File: src/rtl/oct_sel_fsm.sv
// Two-button octave selector: edge-triggered up/down stepping with optional
// hold-to-repeat, wrap or saturate at the range ends, and range flags.
module oct_sel_fsm #(
  parameter int NUM_OCT     = 7,
  parameter int DEF_OCT     = 3,
  parameter int WRAP        = 1,
  parameter int REPEAT_EN   = 0,
  parameter int HOLD_CYCLES = 16,
  parameter int REP_CYCLES  = 8,
  localparam int OW = $clog2(NUM_OCT)
) (
  input  logic          clk,
  input  logic          rst,
  input  logic          octave_up,
  input  logic          octave_down,
  output logic [OW-1:0] octave,
  output logic          oct_changed,
  output logic          at_min,
  output logic          at_max
);

  localparam int MAX_CNT = (HOLD_CYCLES > REP_CYCLES) ? HOLD_CYCLES : REP_CYCLES;
  localparam int CW      = $clog2(MAX_CNT + 1);

  localparam logic [OW-1:0] OCT_MAX   = OW'(NUM_OCT - 1);
  localparam logic [OW-1:0] OCT_DEF   = OW'(DEF_OCT);
  localparam logic [OW-1:0] OCT_ONE   = OW'(1);
  localparam logic [OW:0]   OCT_LIMIT = (OW+1)'(NUM_OCT);
  localparam logic [CW-1:0] HOLD_LAST = CW'(HOLD_CYCLES - 1);
  localparam logic [CW-1:0] REP_LAST  = CW'(REP_CYCLES - 1);
  localparam logic [CW-1:0] CNT_ONE   = CW'(1);

  typedef enum logic [1:0] {
    ST_IDLE   = 2'd0,
    ST_HOLD   = 2'd1,
    ST_REPEAT = 2'd2
  } state_e;

  state_e        state_q, state_d;
  logic [OW-1:0] octave_q, octave_d;
  logic          oct_changed_q, oct_changed_d;
  logic          up_prev_q, up_prev_d;
  logic          down_prev_q, down_prev_d;
  logic          dir_up_q, dir_up_d;
  logic [CW-1:0] cnt_q, cnt_d;

  logic up_rise, down_rise, single_up, single_down;
  logic dir_held, press, step, step_up, octave_illegal;

  // Next octave for one step in the given direction, honouring wrap/saturate.
  function automatic logic [OW-1:0] step_target(input logic [OW-1:0] cur, input logic up);
    logic [OW-1:0] res;
    if (up) begin
      if (cur == OCT_MAX) res = (WRAP != 0) ? '0 : cur;
      else                res = cur + OCT_ONE;
    end else begin
      if (cur == '0) res = (WRAP != 0) ? OCT_MAX : cur;
      else           res = cur - OCT_ONE;
    end
    return res;
  endfunction

  // Edge detection, repeat FSM and octave update.
  always_comb begin
    up_prev_d      = octave_up;
    down_prev_d    = octave_down;
    state_d        = state_q;
    dir_up_d       = dir_up_q;
    cnt_d          = cnt_q;
    octave_d       = octave_q;
    oct_changed_d  = 1'b0;
    press          = 1'b0;
    step           = 1'b0;
    step_up        = dir_up_q;
    up_rise        = octave_up & ~up_prev_q;
    down_rise      = octave_down & ~down_prev_q;
    single_up      = up_rise & ~octave_down;
    single_down    = down_rise & ~octave_up;
    dir_held       = dir_up_q ? (octave_up & ~octave_down) : (octave_down & ~octave_up);
    octave_illegal = ({1'b0, octave_q} >= OCT_LIMIT);

    if (octave_illegal) begin
      octave_d      = OCT_DEF;
      oct_changed_d = 1'b1;
      state_d       = ST_IDLE;
      cnt_d         = '0;
    end else begin
      case (state_q)
        ST_IDLE: begin
          press = single_up | single_down;
        end
        ST_HOLD, ST_REPEAT: begin
          if (dir_held) begin
            if (cnt_q == ((state_q == ST_HOLD) ? HOLD_LAST : REP_LAST)) begin
              step    = 1'b1;
              cnt_d   = '0;
              state_d = ST_REPEAT;
            end else begin
              cnt_d = cnt_q + CNT_ONE;
            end
          end else begin
            // An opposite rise coinciding with the release counts as a new press.
            press   = single_up | single_down;
            state_d = ST_IDLE;
            cnt_d   = '0;
          end
        end
        default: begin
          state_d = ST_IDLE;
          cnt_d   = '0;
        end
      endcase

      if (press) begin
        step     = 1'b1;
        step_up  = single_up;
        dir_up_d = single_up;
        cnt_d    = '0;
        state_d  = (REPEAT_EN != 0) ? ST_HOLD : ST_IDLE;
      end else begin
        dir_up_d = dir_up_q;
      end

      if (step) begin
        octave_d      = step_target(octave_q, step_up);
        oct_changed_d = (octave_d != octave_q);
      end else begin
        octave_d      = octave_q;
        oct_changed_d = 1'b0;
      end
    end
  end

  // State registers with synchronous reset.
  always_ff @(posedge clk) begin
    if (rst) begin
      state_q       <= ST_IDLE;
      octave_q      <= OCT_DEF;
      oct_changed_q <= 1'b0;
      up_prev_q     <= 1'b0;
      down_prev_q   <= 1'b0;
      dir_up_q      <= 1'b0;
      cnt_q         <= '0;
    end else begin
      state_q       <= state_d;
      octave_q      <= octave_d;
      oct_changed_q <= oct_changed_d;
      up_prev_q     <= up_prev_d;
      down_prev_q   <= down_prev_d;
      dir_up_q      <= dir_up_d;
      cnt_q         <= cnt_d;
    end
  end

  assign octave      = octave_q;
  assign oct_changed = oct_changed_q;
  assign at_min      = (octave_q == '0);
  assign at_max      = (octave_q == OCT_MAX);

endmodule

File: config.mk
export PLATFORM = sky130hd
export DESIGN_NAME = oct_sel_fsm
export DESIGN_NICKNAME = d
export VERILOG_FILES = /design/src/rtl/oct_sel_fsm.sv
export SDC_FILE = /design/constraint.sdc
export NUM_CORES = 1
export LEC_CHECK = 0
export BUFFER_PORTS_ARGS = -buffer_cell sky130_fd_sc_hd__buf_2
export CORE_MARGIN = 2
export CORE_UTILIZATION = 45
export CTS_BUF_LIST = sky130_fd_sc_hd__clkbuf_16
export DETAILED_ROUTE_END_ITERATION = 10
export PLACE_DENSITY = 0.65
export SYNTH_ARGS = -nofsm -noshare
export SYNTH_HDL_FRONTEND = slang
export SYNTH_SLANG_ARGS = --single-unit
File: constraint.sdc
create_clock -name clk -period 3.1 [get_ports clk]
set_clock_uncertainty 0.05 [all_clocks]
set_input_delay 0.155 -clock clk [delete_from_list [all_inputs] [get_ports clk]]
set_output_delay 0.155 -clock clk [all_outputs]
set_load 0.05 [all_outputs]
==> metrics.cfg, run 1 <==
[synthesis]
synth.area.top_cells = dfxtp_1 36%, ha_1 12%, nor2b_1 5.2%
synth.distinct_cells = 27
ys_ff_latch = 13
synth_edf_count = 0
ys_seq_area_share_pct = 35.8
syn_area_um2 = 727
ys.flop_type = dfxtp_1
syn_nets = 93
ys_async_sr_fraction_pct = 0
yosys.area.top_type_share_pct = 35.8
ys.warnings.count = 0
synth_cells = 82
synth_top_area_cell = dfxtp_1
synth_area_per_cell_um2 = 8.87

[power_and_ir_drop]
p_int_uw = 386
power_switching_uw = 154
ir_drop_mv = 0.332
power.share.switching_pct = 28.5
power_leakage_uw = 0.000391
powerDensity_nw_per_um2 = 621
p_seq_share_pct = 35.1
p_clk_share_pct = 44.5
p_comb_share_pct = 20.4

[worst_setup_path]
path_cells = ha_1, ha_1, a31oi_1, nor2b_1, o21ai_1, a311oi_1
critPathRequiredTime_ns = 3.20
crit_type = register to register
cp-start-kind = register
slowest_delay_ns = 0.35
cp.arrival_ns = 1.99
crit_slowest_cell = dfxtp_1
crit_top_cell = ha_1
path_max_fanout = 5
end_kind = register

[route]
ant_nets = 0
vias = 635
firstDrtPassIters = 4
drc_errors = 0
via_per_inst = 5.72
finalWirelength_um = 1490
routedWlPerCell_um = 13.4
drt_iter0_markers = 15

[clock_tree]
cts_tree = done
cts_buffers = 3
clk_pin_slew_ns = 0.05
numClockSinks = 13
post_cts_resized = 0
clockBufferDepth = 2
root_buffer = clkbuf_16
clk_latency_ns = 0.24
cts_hold_buf = 0
h-tree-depth = 1
cts_setup_buffers = 0

[place]
place_area_um2 = 792
hpwl_um = 1090
globalplace.congestion = 0.882
portBuffers = 9

[worst_hold_path]
worstHoldPathType = input pin to register

[timing]
tns_ns = 0
maxSlewHeadroom_pct = 73.9
fmaxAchievable_ghz = 0.531
fin_crit_ns = 1.88
worstMarginPinSlew_ns = 0.388
rsz0062_at_grt = no
slew_viol_final = 0
timing.final.crit_share_pct = 60.8
setup_violations = 0
hold_violations = 0

[floorplanning]
die_h_um = 44.2
start_util_pct = 48.3
io-pin-count = 10
die_area_um2 = 1950
die_w_um = 44.2
rows = 14
fp.coreArea_um2 = 1510

[global_route]
antenna_found_initial = 0
grt_pass1_vias = 639
track_usage_pct = 18.3
grt_pass1_wl_um = 2680
grt_max_degree = 9
gr-total-overflow = 0

[layout]
drive_gt1_share_pct = 14.7
antenna_cells = 0
postLayoutCellArea_um2 = 871
fin_nets = 107
area_delta_synth_final_pct = 19.8

[status]
status = finished clean

[job]
maxCapViolations = 0

synth_stat cells, types with 3 or more instances:
library cell and n:
a21oi_1 7, dfxtp_1 13, ha_1 7, inv_1 3, mux2i_1 3, nand2_1 7, nand2b_1 3, nor2_1 6
nor2b_1 6, o21ai_0 4, o21ai_1 3
logic make-up after synthesis:
kind of cell / synth area share [%]
mux: 5.68
buf+inv: 1.55
fa+ha+maj: 12.0
flops: 35.8
simple gates: 23.1
compound gates: 21.9
final timing paths:
kind         startpoint        end  slack [ns]  depth (start not counted)
min                 rst  up_prev_q        0.11                          2
min reg2reg    cnt_q[4]   cnt_q[4]        0.43                          2
max           octave[0]   cnt_q[3]        1.22                          6
max reg2reg   octave[0]   cnt_q[3]        1.22                          6
power by group through the flow:
stage | Sequential (uW) | Clock [uW] | Combinational (uW)
6_report | 190 | 240 | 111
3_3_place_gp | 191 | 0 | 109
5_1_grt | 191 | 248 | 125
3_5_place_dp | 192 | 0 | 110
4_1_cts | 189 | 243 | 111
2_1_floorplan | 215 | 0 | 60.0
worst max-delay path: cells and delay by family, from the launching register on:
kind	cells	cell delay, ns
flops	1	0.35
simple gates	1	0.27
fa+ha+maj	2	0.42
compound gates	3	0.72
metal layers:
metal	track usage [%]	routed length [um]	vias up
met1	23.4	760	290
li1	-	-	326
met5	0	0	-
met4	7.88	17	0
met2	29.1	641	17
met3	4.49	65	2
sequential cells by signal, summed over array words and instances (netlist names):
name         cells
up_prev_q        1
down_prev_q      1
octave           3
state_q          1
oct_changed      1
dir_up_q         1
cnt_q            5
layout make-up:
class | instances | area, um^2
Clock buffer | 3 | 75.1
Timing Repair Buffer | 9 | 45.0
Clock inverter | 1 | 3.75
Inverter | 3 | 11.3
Tap cell | 16 | 20.0
Sequential cell | 13 | 260
Fill cell | 130 | 636
Multi-Input combinational cell | 66 | 455
stage by stage:
stage | utilization (%) | hold slack [ns] | total power (uW) | setup slack, ns | instances
after floorplan | - | 0.174 | 275 | 0.925 | 82
after global placement | 52.6 | 0.347 | 300 | 1.35 | 107
after detailed placement | 52.6 | 0.348 | 302 | 1.27 | 107
after CTS | 57.8 | 0.102 | 543 | 1.23 | 111
after global routing | 57.8 | 0.109 | 564 | 1.06 | 111
final | 57.8 | 0.109 | 541 | 1.22 | 111
cells in the final DEF, fill, tap and decap left out, types with 2 or more instances in the layout:
cell,netlist,final
a21oi_1,7,7
o21ai_0,4,4
inv_1,3,4
buf_2,0,9
nand2_1,7,7
nor2b_1,6,6
o21ai_1,3,3
mux2i_1,3,3
clkbuf_16,0,3
a21o_1,2,2
nand2b_1,3,3
nand3_1,2,2
nand3b_1,2,2
o211ai_1,2,2
ha_1,7,7
dfxtp_1,13,13
nor2_1,6,6
No activity file was read; power rests on OpenSTA's default activity.
==> run 2, diff against run 1 <==
clock period = 1.9 ns   (was 3.1 ns; I/O delays follow)
==> metrics.cfg, run 2 (synthesized netlist as in run 1, its figures left out) <==
[clock_tree]
clockBufferDepth = 2  ; unchanged
root_buffer = clkbuf_16
cts_buffers = 3  ; unchanged
clk_pin_slew_ns = 0.04  ; about the same
clk_latency_ns = 0.24  ; about the same
h-tree-depth = 1  ; unchanged
cts_tree = done
numClockSinks = 13  ; unchanged

[layout]
area_delta_synth_final_pct = 22.9
layout_commonest_cell = dfxtp_1
antenna_cells = 0  ; unchanged
fillCellCount = 136  ; +4.6%
final_cell_mix = 12 x dfxtp_1, 9 x buf_2, 7 x nand2_1, 7 x a21oi_1, 7 x ha_1
fin_nets = 109  ; +1.9%
largest_register_ffs = 5  ; unchanged
multi_input_area_um2 = 462  ; +1.4%
drive_gt1_share_pct = 19.6  ; +4.9 points
postLayoutCellArea_um2 = 893  ; +2.6%
largest-register = cnt_q
ff_latch_area_um2 = 262  ; +0.48%

[timing]
rsz0062_at_grt = no
holdWs_ns = 0.0338  ; -0.0750 ns
fin_crit_ns = 1.65  ; -0.237 ns
worstMarginPinSlew_ns = 0.290  ; -0.0987 ns
slew_viol_final = 0  ; unchanged
hold_violations = 0  ; unchanged
fmaxAchievable_ghz = 0.607  ; +14%
tns_ns = 0  ; unchanged
timing.final.crit_share_pct = 86.7  ; +26 points
maxSlewHeadroom_pct = 80.1  ; +6.2 points
setup_violations = 0  ; unchanged
fin_ws_ns = 0.252  ; -0.963 ns

[route]
drt_iter0_markers = 15  ; unchanged
routedWlPerCell_um = 13.6  ; +1.7%
vias = 648  ; +2.0%
via_per_inst = 5.73  ; +0.24%
drc_errors = 0  ; unchanged
firstDrtPassIters = 4  ; unchanged
finalWirelength_um = 1540  ; +3.6%
ant_nets = 0  ; unchanged

[global_route]
grt_max_degree = 9  ; unchanged
gr-total-overflow = 0  ; unchanged
antenna_found_initial = 0  ; unchanged
grt_pass1_wl_um = 2590  ; -3.4%
track_usage_pct = 18.6  ; +0.35 points
grt_pass1_vias = 597  ; -6.6%

[floorplanning]
fp.coreArea_um2 = 1510  ; unchanged
rows = 14  ; unchanged
start_util_pct = 48.3  ; unchanged
die_area_um2 = 1950  ; unchanged
die_w_um = 44.2  ; unchanged
io-pin-count = 10  ; unchanged
die_h_um = 44.2  ; unchanged

[power_and_ir_drop]
powerDensity_nw_per_um2 = 999  ; +61%
ir_drop_mv = 0.866  ; +160%
power_leakage_uw = 0.000401  ; +2.5%
p_total_uw = 892  ; +65%

[worst_setup_path]
critPathRequiredTime_ns = 2.00  ; -1.20 ns
end_kind = register
path_max_fanout = 5  ; unchanged
crit_type = register to register
cp-start-kind = register
ff2ff_path_depth = 6  ; unchanged
cp.arrival_ns = 1.75  ; -0.24 ns

[worst_hold_path]
worstHoldPathType = input pin to register
holdPathStages = 2  ; unchanged

[job]
maxCapViolations = 0  ; unchanged

[place]
place_area_um2 = 811  ; +2.4%
hpwl_um = 1120  ; +2.2%
portBuffers = 9  ; unchanged
globalplace.congestion = 0.760  ; -14%
pre_cts_slack_ns = 0.219  ; -1.05 ns

[status]
status = finished clean

==> run 2: changes by cell type in the layout (fill, tap and decap cells not counted) <==
cell and change:
dfxtp_2 +1, o21ai_1 -1, o21ai_2 +1, nor2b_2 +1
buf_4 +2, dfxtp_1 -1, nor2b_1 -1
==> run 2: layout make-up <==
type,instances,share of cell area (%)
timing repair buffer,11,6.72
clock inverter,1,0.420
clock buffer,3,8.40
tap,16,2.24
inverter,3,1.26
sequential,13,29.3
multi-input combinational,66,51.7
==> run 2: repair_timing <==
item                                    CTS  global route
buffers inserted                          0             0
endpoints found under the setup margin    0             1
hold buffers                              0             0
resized for setup                         0             1
==> run 2: report_power, final <==
part	total [uW]	internal (uW)	switching, uW
Sequential	310	291	18.9
Clock	391	277	114
Combinational	191	71.2	120
Total	892	640	253
==> run 2: worst paths after layout <==
check / start / end / slack (ns)
worst min-delay path: rst / oct_changed / 0.03
worst min register to register: cnt_q[4] / cnt_q[4] / 0.42
worst max-delay path: octave[0] / cnt_q[3] / 0.25
worst max register to register: octave[0] / cnt_q[3] / 0.25
==> run 2: critical path, stage by stage (launching register included) <==
cell and delay [ns]:
dfxtp_1 0.34, ha_1 0.21, ha_1 0.17, a31oi_1 0.19, nor2b_1 0.27, o21ai_2 0.14
a311oi_1 0.20
==> run 2: routing by layer <==
metal	vias to the layer above	wire, um	GRT usage [%]
met5	-	0	0
met4	0	21	9.09
met3	2	67	5.31
met2	14	696	29.4
met1	301	753	23.2
li1	331	-	-
==> run 2: per-stage QoR <==
stage	util, %	std cells
finish	59.3	113
global route	59.3	113
CTS	59.1	113
detailed placement	53.8	109
global placement	53.8	109
floorplan	-	82
